===== src/rtl/adder_pkg.sv =====
// Shared types for the pipelined adder: op encoding, per-stage control word, chunk sizing.
// Latency: n/a (types and constant functions only).
// Backpressure: n/a.
package adder_pkg;

  // Operation select as presented on in_sub.
  typedef enum logic {
    OP_ADD = 1'b0,
    OP_SUB = 1'b1
  } op_e;

  // Control half of a stage register. Operands and partial sum are kept as
  // separate WIDTH-wide vectors because their width is a module parameter.
  typedef struct packed {
    logic vld;    // stage holds a live operation
    logic carry;  // carry out of the chunk this stage added
  } stage_ctl_t;

  // Bits added per stage. The caller must keep width a multiple of stages.
  function automatic int chunk_width(input int width, input int stages);
    return width / stages;
  endfunction

endpackage


===== src/rtl/adder_slice.sv =====
// Purpose: W-bit combinational add with carry in and carry out.
// Latency: 0 cycles (purely combinational).
// Backpressure: none; the enclosing stage decides when the result is captured.
// Ports: a/b operands, cin carry in, sum W-bit result, cout carry out of the MSB.
module adder_slice #(
  parameter int W = 16
) (
  input  logic [W-1:0] a,
  input  logic [W-1:0] b,
  input  logic         cin,
  output logic [W-1:0] sum,
  output logic         cout
);

  assign {cout, sum} = {1'b0, a} + {1'b0, b} + {{W{1'b0}}, cin};

endmodule


===== src/rtl/pipe_adder.sv =====
// Purpose: WIDTH-bit ADD/SUB split into STAGES chunk adders, one chunk per pipeline stage.
// Latency: STAGES cycles from input transfer to out_valid; 1 op/cycle sustained.
// Backpressure: a stage advances when the next is empty or advancing; out_ready stalls the chain losslessly.
// Ports: clk/resetn (async active-low), in_valid/in_ready/in_a/in_b/in_cin/in_sub operand channel,
//        flush kills all in-flight ops, out_valid/out_ready/out_sum/out_cout/out_ovf result channel.
// Build option: define PIPE_ADDER_OVF_EN to compute signed overflow; otherwise out_ovf is 0.
module pipe_adder
  import adder_pkg::*;
#(
  parameter int WIDTH  = 64,
  parameter int STAGES = 4   // WIDTH must be a multiple of STAGES
) (
  input  logic             clk,
  input  logic             resetn,
  input  logic             in_valid,
  output logic             in_ready,
  input  logic [WIDTH-1:0] in_a,
  input  logic [WIDTH-1:0] in_b,
  input  logic             in_cin,
  input  logic             in_sub,
  input  logic             flush,
  output logic             out_valid,
  input  logic             out_ready,
  output logic [WIDTH-1:0] out_sum,
  output logic             out_cout,
  output logic             out_ovf
);

  localparam int CHUNK = chunk_width(WIDTH, STAGES);
  localparam int LAST  = STAGES - 1;

  // Stage registers: stage k holds the op after chunk k has been added.
  stage_ctl_t [STAGES-1:0]            ctl_q;
  logic       [STAGES-1:0][WIDTH-1:0] a_q, b_q, sum_q;

  // Inputs seen by each stage (stage 0 from the port, stage k from stage k-1).
  logic [STAGES-1:0][WIDTH-1:0] src_a, src_b, src_sum, sum_d;
  logic [STAGES-1:0]            src_c, src_vld, load, rdy;
  logic [STAGES-1:0][CHUNK-1:0] sl_a, sl_b, sl_sum;
  logic [STAGES-1:0]            sl_cout;

  op_e              op;
  logic [WIDTH-1:0] b_eff;
  logic             cin_eff;

  // SUB is a + ~b + 1, so in_cin is ignored and carry out means "no borrow".
  assign op      = op_e'(in_sub);
  assign b_eff   = (op == OP_SUB) ? ~in_b : in_b;
  assign cin_eff = (op == OP_SUB) ? 1'b1 : in_cin;

  // Ready ripples back from the output; a full stage can still accept if it is draining.
  always_comb begin : ready_chain
    logic adv;
    adv = out_ready;
    rdy = '0;
    for (int k = LAST; k >= 0; k--) begin
      rdy[k] = !ctl_q[k].vld || adv;
      adv    = rdy[k];
    end
  end

  // resetn gates in_ready directly so it reads 0 for the whole reset window.
  assign in_ready = resetn && !flush && rdy[0];

  always_comb begin : stage_src
    src_a[0]   = in_a;
    src_b[0]   = b_eff;
    src_sum[0] = '0;
    src_c[0]   = cin_eff;
    src_vld[0] = in_valid && in_ready;
    for (int k = 1; k < STAGES; k++) begin
      src_a[k]   = a_q[k-1];
      src_b[k]   = b_q[k-1];
      src_sum[k] = sum_q[k-1];
      src_c[k]   = ctl_q[k-1].carry;
      src_vld[k] = ctl_q[k-1].vld;
    end
  end

  always_comb begin : slice_operands
    for (int k = 0; k < STAGES; k++) begin
      sl_a[k] = src_a[k][k*CHUNK +: CHUNK];
      sl_b[k] = src_b[k][k*CHUNK +: CHUNK];
    end
  end

  for (genvar k = 0; k < STAGES; k++) begin : g_slice
    adder_slice #(.W(CHUNK)) u_slice (
      .a    (sl_a[k]),
      .b    (sl_b[k]),
      .cin  (src_c[k]),
      .sum  (sl_sum[k]),
      .cout (sl_cout[k])
    );
  end

  // Only chunk k of the running sum changes in stage k; other chunks pass through.
  always_comb begin : stage_next
    for (int k = 0; k < STAGES; k++) begin
      sum_d[k]                     = src_sum[k];
      sum_d[k][k*CHUNK +: CHUNK]   = sl_sum[k];
      load[k]                      = src_vld[k] && rdy[k];
    end
  end

  always_ff @(posedge clk or negedge resetn) begin
    if (!resetn) begin
      ctl_q <= '0;
      a_q   <= '0;
      b_q   <= '0;
      sum_q <= '0;
    end else begin
      for (int k = 0; k < STAGES; k++) begin
        if (flush) begin
          ctl_q[k].vld <= 1'b0;
        end else if (rdy[k]) begin
          ctl_q[k].vld <= load[k];
          if (load[k]) begin
            a_q[k]         <= src_a[k];
            b_q[k]         <= src_b[k];
            sum_q[k]       <= sum_d[k];
            ctl_q[k].carry <= sl_cout[k];
          end
        end
      end
    end
  end

  assign out_valid = ctl_q[LAST].vld;
  assign out_sum   = sum_q[LAST];
  assign out_cout  = ctl_q[LAST].carry;

`ifdef PIPE_ADDER_OVF_EN
  // Carry into the MSB is recovered from the MSB sum bit and its operand bits.
  logic ovf_d, ovf_q;

  assign ovf_d = (src_a[LAST][WIDTH-1] ^ src_b[LAST][WIDTH-1] ^ sl_sum[LAST][CHUNK-1])
               ^ sl_cout[LAST];

  always_ff @(posedge clk or negedge resetn) begin
    if (!resetn) begin
      ovf_q <= 1'b0;
    end else if (!flush && load[LAST]) begin
      ovf_q <= ovf_d;
    end
  end

  assign out_ovf = ovf_q;
`else
  assign out_ovf = 1'b0;
`endif

endmodule

===== config.mk =====
export PLATFORM = sky130hd
export DESIGN_NAME = pipe_adder
export DESIGN_NICKNAME = d
export VERILOG_FILES = /design/src/rtl/adder_pkg.sv /design/src/rtl/adder_slice.sv /design/src/rtl/pipe_adder.sv
export SDC_FILE = /design/constraint.sdc
export NUM_CORES = 1
export LEC_CHECK = 0
export BUFFER_PORTS_ARGS = -buffer_cell sky130_fd_sc_hd__buf_4
export CORE_AREA = 10 10 194 196
export CTS_BUF_LIST = sky130_fd_sc_hd__clkbuf_2
export DETAILED_ROUTE_END_ITERATION = 6
export DIE_AREA = 0 0 204 206
export GPL_TIMING_DRIVEN = 0
export PLACE_DENSITY = 0.71
export SLEW_MARGIN = 20
export SYNTH_ARGS = -nofsm -noshare
export SYNTH_HDL_FRONTEND = slang
export SYNTH_HIERARCHICAL = 1
export SYNTH_SLANG_ARGS = --single-unit

===== constraint.sdc =====
create_clock -name clk -period 3.82 [get_ports clk]
set_input_delay 0.764 -clock clk [delete_from_list [all_inputs] [get_ports clk]]
set_output_delay 0.764 -clock clk [all_outputs]
set_load 0.05 [all_outputs]

==> metrics.md <==
| Metric | Value |
|---|---|
| Outcome | `completed` |
| Layout cells sized above 1 | `0.4501` |
| Worst endpoint required time | `about 3.1 ns` |
| Setup crit end kind | `output pin` |
| Row count | `68` |
| Maxcap violations | `0` |
| Final Hold Vio Count | `0` |
| Switching Fraction | `0.3556` |
| Inst Count DP | `1874` |
| Total Power | `0.01310 W` |
| Final WL | `between 30000 and 40000 µm` |
| Core area | `about 34000 µm²` |
| CTS tree | `yes` |
| Worst setup SP type | `input pin` |
| Slew headroom | `0.4319` |
| Logic pwr share | `0.363` |
| Largest net degree at the start of global routing | `96` |
| DRT antenna net count | `0` |
| Final Critical Period | `3.328 ns` |
| P_sw | `about 0.0047 W` |
| Worst-Skew Late Latency | `~0.94 ns` |
| Syn_nets | `~1400` |
| Number of top-level pins | `203` |
| Pwr/cell area | `639.2 nW/µm²` |
| Total clock sinks | `between 300 and 400` |
| Worst slack, placed | `-0.3010 ns` |
| Max clock buf depth | `3` |
| Critical Path Fanout Max | `slightly below 90` |
| Area of placed instances | `19150 µm²` |
| Post-DP HPWL | `roughly 28000 µm` |
| Worst EP arrival | `around 2.6 ns` |
| CTS root buf | `clkbuf_2` |
| Clock slew at reported path FFs | `roughly 0.10 ns` |
| Total CTS buffers | `94` |
| Tot GR Track Use | `0.1867` |
| Syn-to-layout area delta | `20.72%` |
| Number of flops mapped to enable cells by yosys | `0` |
| Die Area | `around 42000 µm²` |
| Drt wl/cell | `roughly 18 µm` |
| Primary FF master, synth | `dfrtp_1` |
| Die span in y | `roughly 210 µm` |
| Vias per cell | `5.191` |
| # DRC | `0` |
| Mapped cell area | `around 17000 µm²` |
| Share of power burned in registers | `0.438` |
| Clock skew | `0.04545 ns` |
| Remaining Overflow, GRT | `0` |
| Hold Buf Count CTS | `between 40 and 50` |
| RSZ-0062 raised after global routing | `false` |
| DR vias | `roughly 11000` |
| Setup violations, final | `0` |
| Max rail drop VDD | `0.2945 mV` |
| Mean post-synth cell area | `around 14 µm²` |
| Hold Crit Class | `in2reg` |
| Post-route insts no fill | `about 2100` |
| H-Tree Depth | `3` |
| Power Internal | `~0.0084 W` |
| DRT iter0 DRCs | `approximately 360` |
| 1st-pass router iterations | `4` |
| Clk pwr share | `0.199` |
| Post-Synthesis Cells | `between 1000 and 1500` |
| Seq/Total Area, Yosys | `0.5308` |
| Width of the die | `around 200 µm` |
| Initial Util | `0.4999` |
| First-pass GRT wire length | `around 62000 µm` |
| Max-slew violations | `0` |
| Post-CTS Setup Bufs | `0` |
| Nets@finish | `between 1500 and 2000` |
| FILL cells | `~2800` |
| Routability cong. | `0.9025` |
| Number of global-route vias before repair | `between 10000 and 15000` |
| LEAKAGE | `approximately 9.9 nW` |
| Synth unique cells | `54` |
| Final worst slack | `around 0.5 ns` |
| Fin Setup TNS | `0 ns` |
| Critical path type | `in2out` |
| Max Clock Freq | `~0.3 GHz` |
| Post-route cell area | `20490 µm²` |
| Port Buffers | `199` |
| Ys Warns | `6` |
| Post-cts resize count | `0` |
| Initial antenna violation count | `7` |
| Async set-reset flop share out of synthesis | `1.000` |
| Least-Margin Pin Slew | `0.8522 ns` |
| Fin crit share | `0.8711` |
| #FFs+latches synth | `360` |
## worst max-delay path: stages
cell,delay (ns)
dlygate4sd3_1,0.56
buf_8,0.29
buf_16,0.38
and3b_1,0.28
buf_4,0.22
## layout by cell type (no fill, tap or decap), drive strengths merged, types with 6 or more instances in the layout
cell type,synthesis,layout
clkinv,0,10
buf,45,248
mux2,356,356
o21bai,12,12
ha,60,60
a21o,17,17
clkbuf,5,157
o21a,6,6
xnor2,32,32
o31ai,7,7
nand2b,7,7
nor2,19,19
nand2,23,23
dlygate4sd3,0,49
dfrtp,360,360
inv,16,18
o21ai,28,28
xor2,86,86
nand3,13,13
fa,8,8
a21oi,56,56
## per-layer routing
layer,up-vias,share of wire,GRT usage
met2,255,0.48,0.3073
met5,-,0.00099,0
met4,6,0.026,0.07194
li1,5116,-,-
met3,86,0.068,0.06144
met1,5392,0.42,0.2240
## cell usage after synthesis (2+ instances only)
library cell / instances / area share
o221ai_2: 4 / 0.0035
o21ai_1: 6 / 0.0018
a221o_1: 3 / 0.0018
o21bai_1: 12 / 0.0053
fa_1: 8 / 0.0094
or2_2: 4 / 0.0015
inv_1: 15 / 0.0033
mux2_1: 70 / 0.046
xor2_1: 86 / 0.044
xnor2_1: 32 / 0.017
a21oi_1: 43 / 0.013
a211oi_2: 3 / 0.0022
nand2b_1: 7 / 0.0026
buf_2: 30 / 0.0088
dfrtp_1: 360 / 0.53
o21a_1: 6 / 0.0027
nand2_1: 23 / 0.0051
o31ai_1: 4 / 0.0018
ha_1: 60 / 0.044
and3_1: 5 / 0.0018
a21oi_2: 13 / 0.0067
a221oi_1: 2 / 0.0010
o31ai_2: 3 / 0.0022
a2111oi_2: 3 / 0.0027
nand4_1: 4 / 0.0015
buf_6: 7 / 0.0046
nand3_1: 13 / 0.0038
nor2_1: 19 / 0.0042
o2bb2ai_1: 3 / 0.0015
nor2b_1: 5 / 0.0018
a21o_2: 3 / 0.0015
and4_1: 3 / 0.0015
a31oi_1: 4 / 0.0015
mux2_2: 286 / 0.19
o21ai_2: 8 / 0.0041
o21ai_0: 14 / 0.0041
clkbuf_1: 5 / 0.0011
a21o_1: 14 / 0.0062
buf_4: 8 / 0.0035
a211o_1: 4 / 0.0021
## power groups by stage
stage	clock network [W]	registers [W]	logic (W)
after global placement	0	0.00577	0.00457
final	0.00260	0.00574	0.00475
after global routing	0.00294	0.00591	0.00521
after detailed placement	0	0.00583	0.00471
after floorplan	0	0.00613	0.00307
after CTS	0.00274	0.00575	0.00478
## worst paths after layout
path                          start           to  slack, ns  depth (start not counted)
min                           flush     ctl_q[3]       0.14                          2
min reg2reg                 a_q[40]      a_q[40]       0.49                          1
min in group asynchronous    resetn      b_q[57]       0.31                          2
max reg2reg                a_q[176]  out_sum[62]       0.90                          8
max in group asynchronous    resetn     a_q[103]       2.73                          3
max                          resetn     in_ready       0.49                          5
## metrics by stage
step,hold WS [ns],utilization
final,0.1425,0.6035
after global routing,0.03528,0.6035
after CTS,0.01243,0.6033
after detailed placement,0.4690,0.5642
after global placement,0.4624,0.5607
after floorplan,0.4522,-
## registers in the layout, indices dropped and copies added, names as in the netlist
register and flops:
a_q 96, b_q 96, src_sum 96, out_sum 64, ctl_q 6, out_cout 1
out_valid 1
## kinds of logic (layout without fill, tap and decap cells)
family / after synthesis / after routing / synth area share
flip-flops: 360 / 360 / 0.5308
buffers and inverters: 66 / 483 / 0.02167
AO/OA/AOI/OAI: 158 / 158 / 0.06908
XOR/XNOR: 118 / 118 / 0.06090
other: 1 / 4 / 0.0002210
multiplexers: 356 / 356 / 0.2362
AND/OR/NAND/NOR: 89 / 89 / 0.02743
adder cells (fa/ha/maj): 68 / 68 / 0.05367
## cell type report
class	instances	area, µm²	share of cell area
clock inverters	13	77.57	0.003786
plain buffers	50	307.8	0.01502
diodes	3	7.507	0.0003664
multi-input cells	790	7595	0.3707
repair buffers	252	2102	0.1026
inverters	16	60.06	0.002931
flip-flops and latches	360	9009	0.4397
well taps	455	569.3	0.02779
clock buffers	152	760.7	0.03713
No activity file was read; power rests on OpenSTA's default activity.
